$ cat src/rtl/conv_encoder_output_reader.sv
// Streams one frame of padded conv-encoder feature maps out of memory, plane by plane, through a 2-entry FIFO.
// Optional build macro: CONV_ENCODER_READER_RELU_EN clamps negative memory words to zero before buffering.
module conv_encoder_output_reader #(
    parameter int DATA_W      = 18,
    parameter int ADDR_W      = 14,
    parameter int ROW_PITCH   = 70,
    parameter int ROW_FIRST   = 3,
    parameter int ROW_LAST    = 182,
    parameter int COL_FIRST   = 3,
    parameter int COL_LAST    = 66,
    parameter int NUM_FILTERS = 16
) (
    input  logic              clk,
    input  logic              rst,
    input  logic              start,
    output logic              rd_en,
    output logic [ADDR_W-1:0] rd_addr,
    output logic [3:0]        rd_filter,
    input  logic [DATA_W-1:0] rd_data,
    output logic [DATA_W-1:0] out_pixel,
    output logic              out_valid,
    input  logic              out_ready,
    output logic [3:0]        out_filter,
    output logic              out_last,
    output logic              busy,
    output logic              done
);

    typedef enum logic [1:0] {
        IDLE  = 2'd0,
        READ  = 2'd1,
        DRAIN = 2'd2,
        DONE  = 2'd3
    } state_t;

    localparam logic [ADDR_W-1:0] START_ADDR  = ADDR_W'(ROW_FIRST * ROW_PITCH + COL_FIRST);
    localparam logic [ADDR_W-1:0] ROW_STEP    = ADDR_W'(ROW_PITCH - (COL_LAST - COL_FIRST));
    localparam logic [ADDR_W-1:0] ROW_FIRST_L = ADDR_W'(ROW_FIRST);
    localparam logic [ADDR_W-1:0] ROW_LAST_L  = ADDR_W'(ROW_LAST);
    localparam logic [ADDR_W-1:0] COL_FIRST_L = ADDR_W'(COL_FIRST);
    localparam logic [ADDR_W-1:0] COL_LAST_L  = ADDR_W'(COL_LAST);
    localparam logic [3:0]        LAST_FILTER = 4'(NUM_FILTERS - 1);
    localparam int                ENTRY_W     = DATA_W + 5;

    state_t              state_q, state_d;
    logic [ADDR_W-1:0]   addr_q, addr_d;
    logic [ADDR_W-1:0]   row_q, row_d;
    logic [ADDR_W-1:0]   col_q, col_d;
    logic [3:0]          filter_q, filter_d;
    logic                infl_q, infl_d;
    logic [3:0]          infl_filter_q, infl_filter_d;
    logic                infl_last_q, infl_last_d;
    logic [ENTRY_W-1:0]  fifo_q [2];
    logic [ENTRY_W-1:0]  fifo_d [2];
    logic                wr_ptr_q, wr_ptr_d;
    logic                rd_ptr_q, rd_ptr_d;
    logic [1:0]          count_q, count_d;

    logic                pop;
    logic                push;
    logic [1:0]          occ;
    logic                issue;
    logic                col_last;
    logic                plane_end;
    logic                frame_end;
    logic [DATA_W-1:0]   pixel_in;
    logic [ENTRY_W-1:0]  head;

    assign pop  = (count_q != 2'd0) && out_ready;
    assign push = infl_q;

    // Occupancy counts the slot freed by this cycle's pop, which keeps one read per cycle under full rate
    // while never letting buffered plus in-flight words exceed the two FIFO slots.
    assign occ   = count_q - 2'(pop) + 2'(infl_q);
    assign issue = (state_q == READ) && (occ < 2'd2);

    assign col_last  = (col_q == COL_LAST_L);
    assign plane_end = col_last && (row_q == ROW_LAST_L);
    assign frame_end = plane_end && (filter_q == LAST_FILTER);

`ifdef CONV_ENCODER_READER_RELU_EN
    assign pixel_in = rd_data[DATA_W-1] ? '0 : rd_data;
`else
    assign pixel_in = rd_data;
`endif

    always_comb begin
        state_d       = state_q;
        addr_d        = addr_q;
        row_d         = row_q;
        col_d         = col_q;
        filter_d      = filter_q;
        infl_d        = issue;
        infl_filter_d = filter_q;
        infl_last_d   = plane_end;

        case (state_q)
            IDLE: begin
                if (start) begin
                    state_d  = READ;
                    addr_d   = START_ADDR;
                    row_d    = ROW_FIRST_L;
                    col_d    = COL_FIRST_L;
                    filter_d = 4'd0;
                end
            end
            READ: begin
                if (issue) begin
                    if (plane_end) begin
                        addr_d   = START_ADDR;
                        row_d    = ROW_FIRST_L;
                        col_d    = COL_FIRST_L;
                        filter_d = frame_end ? 4'd0 : filter_q + 4'd1;
                        if (frame_end) begin
                            state_d = DRAIN;
                        end
                    end else if (col_last) begin
                        addr_d = addr_q + ROW_STEP;
                        row_d  = row_q + ADDR_W'(1);
                        col_d  = COL_FIRST_L;
                    end else begin
                        addr_d = addr_q + ADDR_W'(1);
                        col_d  = col_q + ADDR_W'(1);
                    end
                end
            end
            DRAIN: begin
                if ((count_q == 2'd0) && !infl_q) begin
                    state_d = DONE;
                end
            end
            DONE: begin
                state_d = IDLE;
            end
            default: begin
                state_d = IDLE;
            end
        endcase
    end

    // Filter index and plane-end flag ride alongside the pixel so they stay aligned through stalls.
    always_comb begin
        fifo_d   = fifo_q;
        wr_ptr_d = wr_ptr_q;
        rd_ptr_d = rd_ptr_q;
        count_d  = count_q + 2'(push) - 2'(pop);
        if (push) begin
            fifo_d[wr_ptr_q] = {infl_last_q, infl_filter_q, pixel_in};
            wr_ptr_d         = ~wr_ptr_q;
        end
        if (pop) begin
            rd_ptr_d = ~rd_ptr_q;
        end
    end

    always_ff @(posedge clk or negedge rst) begin
        if (!rst) begin
            state_q       <= IDLE;
            addr_q        <= START_ADDR;
            row_q         <= ROW_FIRST_L;
            col_q         <= COL_FIRST_L;
            filter_q      <= 4'd0;
            infl_q        <= 1'b0;
            infl_filter_q <= 4'd0;
            infl_last_q   <= 1'b0;
            wr_ptr_q      <= 1'b0;
            rd_ptr_q      <= 1'b0;
            count_q       <= 2'd0;
        end else begin
            state_q       <= state_d;
            addr_q        <= addr_d;
            row_q         <= row_d;
            col_q         <= col_d;
            filter_q      <= filter_d;
            infl_q        <= infl_d;
            infl_filter_q <= infl_filter_d;
            infl_last_q   <= infl_last_d;
            wr_ptr_q      <= wr_ptr_d;
            rd_ptr_q      <= rd_ptr_d;
            count_q       <= count_d;
        end
    end

    for (genvar gi = 0; gi < 2; gi++) begin : g_fifo_slot
        always_ff @(posedge clk or negedge rst) begin
            if (!rst) begin
                fifo_q[gi] <= '0;
            end else begin
                fifo_q[gi] <= fifo_d[gi];
            end
        end
    end

    assign head       = fifo_q[rd_ptr_q];
    assign out_valid  = (count_q != 2'd0);
    assign out_pixel  = out_valid ? head[DATA_W-1:0] : '0;
    assign out_filter = out_valid ? head[DATA_W+3:DATA_W] : 4'd0;
    assign out_last   = out_valid ? head[ENTRY_W-1] : 1'b0;

    assign rd_en     = issue;
    assign rd_addr   = addr_q;
    assign rd_filter = filter_q;
    assign busy      = (state_q == READ) || (state_q == DRAIN);
    assign done      = (state_q == DONE);

endmodule

$ cat config.mk
export PLATFORM = sky130hd
export DESIGN_NAME = conv_encoder_output_reader
export DESIGN_NICKNAME = d
export VERILOG_FILES = /design/src/rtl/conv_encoder_output_reader.sv
export SDC_FILE = /design/constraint.sdc
export NUM_CORES = 1
export LEC_CHECK = 0
export BUFFER_PORTS_ARGS = -buffer_cell sky130_fd_sc_hd__buf_2
export CELL_PAD_IN_SITES_DETAIL_PLACEMENT = 1
export CELL_PAD_IN_SITES_GLOBAL_PLACEMENT = 1
export CORE_MARGIN = 3
export CORE_UTILIZATION = 49
export DETAILED_ROUTE_END_ITERATION = 7
export GPL_TIMING_DRIVEN = 0
export MAX_ROUTING_LAYER = met4
export PLACE_DENSITY_LB_ADDON = 0.12
export SLEW_MARGIN = 20
export SYNTH_ARGS = -nofsm -noshare
export SYNTH_HDL_FRONTEND = slang
export SYNTH_SLANG_ARGS = --single-unit
$ cat constraint.sdc
create_clock -name clk -period 4.7 [get_ports clk]
set_input_delay 0.94 -clock clk [delete_from_list [all_inputs] [get_ports clk]]
set_output_delay 0.94 -clock clk [all_outputs]
set_load 0.01 [all_outputs]
# Word level (Yosys, flattened, before mapping)
# Cells that the tools add are included.
[totals] output_inout_bits=45 register_bits=104
[classes] reduce_logical=16 n_eq_ne=12 n_mux=34 n_lt_le_gt_ge=4 bitwise_logic=4 add_sub_neg=9
[op_table] operator="two-way mux 14 bit" n=11
[op_table] operator="two-way mux 23 bit" n=4
[op_table] operator="case mux 14 bit (2 select lines)" n=3
[op_table] operator="bitwise mux 46 bit" n=1
[op_table] operator="adder 14 x 1 -> 14 bit (second input constant)" n=3
[op_table] operator="demux 23 bit (select 1 bit)" n=1
[op_table] operator="two-way mux 4 bit" n=5
[op_table] operator="two-way mux 18 bit" n=1
[op_table] operator="adder 14 x 3 -> 14 bit (second input constant)" n=1
[op_table] operator="equality test 14 x 7 -> 1 bit (second input constant)" n=1
[op_table] operator="equality test 14 x 8 -> 1 bit (second input constant)" n=1
[op_table] operator="two-way mux 2 bit" n=5
[op_table] operator="inequality test 2 bit (second input constant)" n=5
[op_table] operator="case mux 2 bit (4 select lines)" n=1
[op_table] operator="case mux 4 bit (2 select lines)" n=1
[op_table] operator="AND reduction 4 bit" n=2
[op_table] operator="logical AND 1 bit" n=6
[op_table] operator="AND reduction 5 bit" n=1
[op_table] operator="adder 2 x 1 -> 2 bit" n=2
[op_table] operator="adder 4 x 1 -> 4 bit (second input constant)" n=1
[op_table] operator="equality test 2 bit (second input constant)" n=2
[op_table] operator="equality test 4 bit (second input constant)" n=1
[op_table] operator="greater-or-equal comparator 2 bit (second input constant)" n=2
[op_table] operator="zero test 2 bit" n=2
[op_table] operator="other kinds (12)" n=16

# Depth between registers and ports, before layout
[logic_depth] depth_word=8 depth_mapped=13 mapped_depth_nobuf=12

# Worst setup path after synthesis
# OpenSTA, ideal clock, no wires.
[synth_timing] kind="input port to flip-flop" startpoint="input port out_ready" endpoint="register row_q[12]" path_buffers=0 arrival_ns=2.936 cell_stages=9 setup_slack_ns=1.686 required_time_ns=4.623 setup_ns=0.077 path_cell_list="and2_1 ha_1 inv_1 ha_1 xnor3_2 o21ai_2 a2111o_1 or4_1 a21oi_1"
[synth_between] elab_chain_cells=7
[synth_rtl] element="start, declared" line="22" text="input logic out_ready,"
[synth_rtl] element="logical AND 1 bit" line="69" text="assign pop = (count_q != 2'd0) && out_ready;"
[synth_rtl] element="subtractor 2 x 1 -> 2 bit" line="74" text="assign occ = count_q - 2'(pop) + 2'(infl_q);"
[synth_rtl] element="adder 2 x 1 -> 2 bit" line="74"
[synth_rtl] element="< comparator 2 bit" line="75" text="assign issue = (state_q == READ) && (occ < 2'd2);"
[synth_rtl] element="logical AND 1 bit" line="75"
[synth_rtl] element="inequality test 2 bit (no source line)"
[synth_rtl] element="AND reduction 4 bit (no source line)"
[synth_rtl] element="end signal, assigned" line="172" text="row_q <= row_d;"
[synth_rtl] element="end, declared" line="47" text="logic [ADDR_W-1:0] row_q, row_d;"
# No other way between the ends.
# A chain may end at the register's enable or synchronous reset.

# Final worst setup path
[layout_timing] startpoint="register count_q[1]" endpoint="output port rd_en"
[layout_between] elab_chain_cells=6
[layout_rtl] element="start, declared" line="57" text="logic [1:0] count_q, count_d;"
[layout_rtl] element="start signal, assigned" line="180" text="count_q <= count_d;"
[layout_rtl] element="nonzero test 2 bit" line="69"
[layout_rtl] element="logical AND 1 bit" line="69"
[layout_rtl] element="named net pop" line="59" text="logic pop;"
[layout_rtl] element="subtractor 2 x 1 -> 2 bit" line="74"
[layout_rtl] element="adder 2 x 1 -> 2 bit" line="74"
[layout_rtl] element="< comparator 2 bit" line="75"
[layout_rtl] element="logical AND 1 bit" line="75"
[layout_rtl] element="end, declared" line="16" text="output logic rd_en,"
# The timed path passes the listed nets, and every way through them passes these cells.

==> impl_metrics.env <==
export IMPL_pwr_share_comb=0.451
export IMPL_crit_chain="nor2_1 > inv_1 > and2_1 > ha_1 > inv_1 > ha_1 > xnor3_2 > inv_1 > nor2_1 > buf_2"
export IMPL_gp_congestion=0.801
export IMPL_cts_tree="built"
export IMPL_fmax_ghz=0.265
export IMPL_drt_initial_drc_count=148
export IMPL_ys_ff_latch=104
export IMPL_grt_max_degree=61
export IMPL_hold_viol_final=0
export IMPL_synth_top_area_frac=0.468
export IMPL_slew_headroom=0.478
export IMPL_place_area_um2=5610
export IMPL_p_per_area_nw_per_um2=604
export IMPL_fillers=1105
export IMPL_h_tree_depth=3
export IMPL_startpoint_type="flip-flop"
export IMPL_r2r_setup_slack_ps=1420
export IMPL_clk_pin_slew_ps=100
export IMPL_internal_power_mw=2.09
export IMPL_post_cts_resized=0
export IMPL_setup_viol=0
export IMPL_seq_area_frac_synth=0.514
export IMPL_die_y_um=108
export IMPL_yosysTopAreaCell="dfrtp_1"
export IMPL_status="finished clean"
export IMPL_clockPowerShare=0.160
export IMPL_timing_hold_ws_ps=467
export IMPL_fin_crit_sh=0.802
export IMPL_cpPeakStageDelay_ps=410
export IMPL_hold_class="flip-flop to flip-flop"
export IMPL_vdd_drop_max_mv=0.246
export IMPL_nets=578
export IMPL_ant_nets=0
export IMPL_drt_wl_total_um=11700
export IMPL_syn_to_final_growth_pct=14.3
export IMPL_synthCells=464
export IMPL_hold_path_cell_count=0
export IMPL_synth_edf_count=0
export IMPL_startpoint="count_q[1]"
export IMPL_die_w_um=108
export IMPL_crit_fanout=6
export IMPL_core_um2=9910
export IMPL_drv_slew=0
export IMPL_sw_frac_of_total=0.405
export IMPL_synthTopCellsByArea="dfrtp_1 47%, mux2_2 11%, mux2i_1 5.5%, nor2_1 4.8%, dfstp_2 4.7%"
export IMPL_synth_cell_types=48
export IMPL_cts_hold_buffers_added=0
export IMPL_grt_first_pass_wirelength_um=19900
export IMPL_reg2reg_from="count_q[1]"
export IMPL_setup_ws_ps=929
export IMPL_stdcell_area_um2=5810
export IMPL_die_area_um2=11600
export IMPL_clkSinkCount=104
export IMPL_min_period_ps=3770
export IMPL_cap_violations=0
export IMPL_vias=3769
export IMPL_clockRootBuffer="clkbuf_8"
export IMPL_avgSynthCellArea_um2=11.0
export IMPL_p_leak_nw=2.72
export IMPL_postCtsSetupBuffers=0
export IMPL_ff2ff_path_depth=12
export IMPL_avgViaCountPerCell=5.54
export IMPL_p_total_mw=3.51
export IMPL_async_reset_ff_frac=1.00
export IMPL_antennaDiodeCount=0
export IMPL_synth_area_um2=5080
export IMPL_seqPwrFrac=0.388
export IMPL_cpMostUsedCell="inv_1"
export IMPL_grt_total_usage=0.222
export IMPL_drcViolationCount=0
export IMPL_wl_per_cell_um=17.3
export IMPL_critPathCapture="rd_en"
export IMPL_grt_pass1_vias=4008
export IMPL_clock_skew_ps=9.39
export IMPL_syn_num_nets=500
export IMPL_worst_pin_slew_ps=782
export IMPL_io_buffer_count=66
export IMPL_hpwl_um=8570
export IMPL_dp_slack_ps=1240
export IMPL_yosysWarnings=0
export IMPL_grt_overflow=0
export IMPL_io_pins=67
export IMPL_finalSetupTns_ps=0
export IMPL_cts_buffer_depth=2
export IMPL_ys_flop_type="dfrtp_1"
export IMPL_drive_above_1_share=0.274
export IMPL_critPathArrivalTime_ps=2830
export IMPL_rsz0062_at_grt="false"
export IMPL_r2r_end="row_q[9]"
export IMPL_slowest_stage="dfrtp_1"
export IMPL_numCtsBuffers=9
export IMPL_crit_path_end_kind="primary output"
export IMPL_worstSkewPairLatency_ps=370
export IMPL_netSwitchingPower_mw=1.42
export IMPL_dr_pass1_iters=4
export IMPL_start_util=0.513
export IMPL_num_rows=36
export IMPL_antenna_found_initial=0
export IMPL_crit_type="flip-flop to primary output"
export IMPL_cp_required_ps=3760
==> placed cells by master, fill, tap and decap left out, types with 4 or more instances in the layout <==
cell	synthesis	final
dfrtp_1	95	95
buf_2	5	70
nor2_1	65	65
mux2_2	48	48
mux2i_1	28	28
nand2_1	24	24
inv_1	19	19
nor3_1	15	15
nand3_1	15	15
clkbuf_1	13	14
ha_1	13	13
xnor2_1	12	12
xor2_1	11	11
a21oi_1	10	10
o21ai_0	10	10
nand4_1	9	9
clkbuf_8	0	9
dfstp_2	9	9
and3_1	8	8
a31oi_1	5	5
nor2b_1	4	4
nor4_1	4	4
==> state kept, by name, indices dropped and copies added, names as in the netlist, 2 cells and up <==
| signal | count |
|---|---|
| col_q | 14 |
| count_q | 2 |
| fifo_q | 46 |
| infl_filter_q | 4 |
| rd_addr | 14 |
| rd_filter | 4 |
| row_q | 14 |
| state_q | 2 |
==> power groups by stage <==
stage          registers, mW  clock network (mW)  logic [mW]
3_3_place_gp            1.35                   0        1.53
6_report                1.36               0.563        1.58
2_1_floorplan           1.34                   0        1.08
4_1_cts                 1.36               0.577        1.61
3_5_place_dp            1.38                   0        1.61
5_1_grt                 1.40               0.619        1.76
==> cell type report <==
class                           instances  area (um2)  share of cell area
Sequential cell                       104        2610               0.450
Multi-Input combinational cell        321        2320               0.399
Timing Repair Buffer                   67         364              0.0627
Tap cell                              133         166              0.0286
Clock buffer                           10         128              0.0220
Buffer                                 20        81.3              0.0140
Inverter                               19        71.3              0.0123
Clock inverter                          6        68.8              0.0118
==> worst min path at each step <==
stage	startpoint	end
CTS	rd_filter[1]	infl_filter_q[1]
floorplan	wr_ptr_q	wr_ptr_q
global placement	rd_filter[1]	infl_filter_q[1]
global route	rd_filter[1]	infl_filter_q[1]
detailed placement	rd_filter[1]	infl_filter_q[1]
finish	rd_filter[1]	infl_filter_q[1]
==> cell families (layout without fill, tap and decap cells) <==
kind of cell	count (synthesis)	after routing	share of synthesized area
flops	104	104	0.514
xor+xnor	24	24	0.0443
simple gates	159	159	0.152
buf+inv	39	122	0.0300
mux	76	76	0.161
fa+ha+maj	14	14	0.0359
compound gates	48	48	0.0620
==> synth_stat cells, types with 3 or more instances <==
| cell | count |
|---|---|
| nand3_1 | 15 |
| o22ai_1 | 3 |
| and3_1 | 8 |
| nor2_1 | 65 |
| a21o_1 | 3 |
| xor2_1 | 11 |
| mux2i_1 | 28 |
| nor4_1 | 4 |
| nor2b_1 | 4 |
| buf_2 | 5 |
| clkbuf_1 | 13 |
| nand4_1 | 9 |
| a31oi_1 | 5 |
| dfstp_2 | 9 |
| ha_1 | 13 |
| nand2_1 | 24 |
| and4_1 | 3 |
| nor3_1 | 15 |
| o21ai_0 | 10 |
| and2_1 | 3 |
| dfrtp_1 | 95 |
| mux2_2 | 48 |
| a21oi_1 | 10 |
| a22o_1 | 3 |
| xnor2_1 | 12 |
| inv_1 | 19 |
==> worst max-delay path: cells and delay by family (launching register included) <==
kind,cells,cell delay [ps]
simple gates,3,820
buf+inv,4,510
fa+ha+maj,2,460
flops,1,410
xor+xnor,1,270
==> metal layers <==
metal / vias up / global-route usage / routed length, um
met5: - / - / 0
met4: 0 / 0.0622 / 112
met3: 11 / 0.0348 / 359
li1: 1774 / - / -
met2: 68 / 0.380 / 6010
met1: 1916 / 0.276 / 5250
==> metrics by stage <==
| stage | util | std cells |
|---|---|---|
| after floorplan | - | 464 |
| after global placement | 0.563 | 663 |
| after detailed placement | 0.566 | 664 |
| after CTS | 0.586 | 680 |
| after global routing | 0.586 | 680 |
| final | 0.586 | 680 |
(Power assumes the default switching activity.)
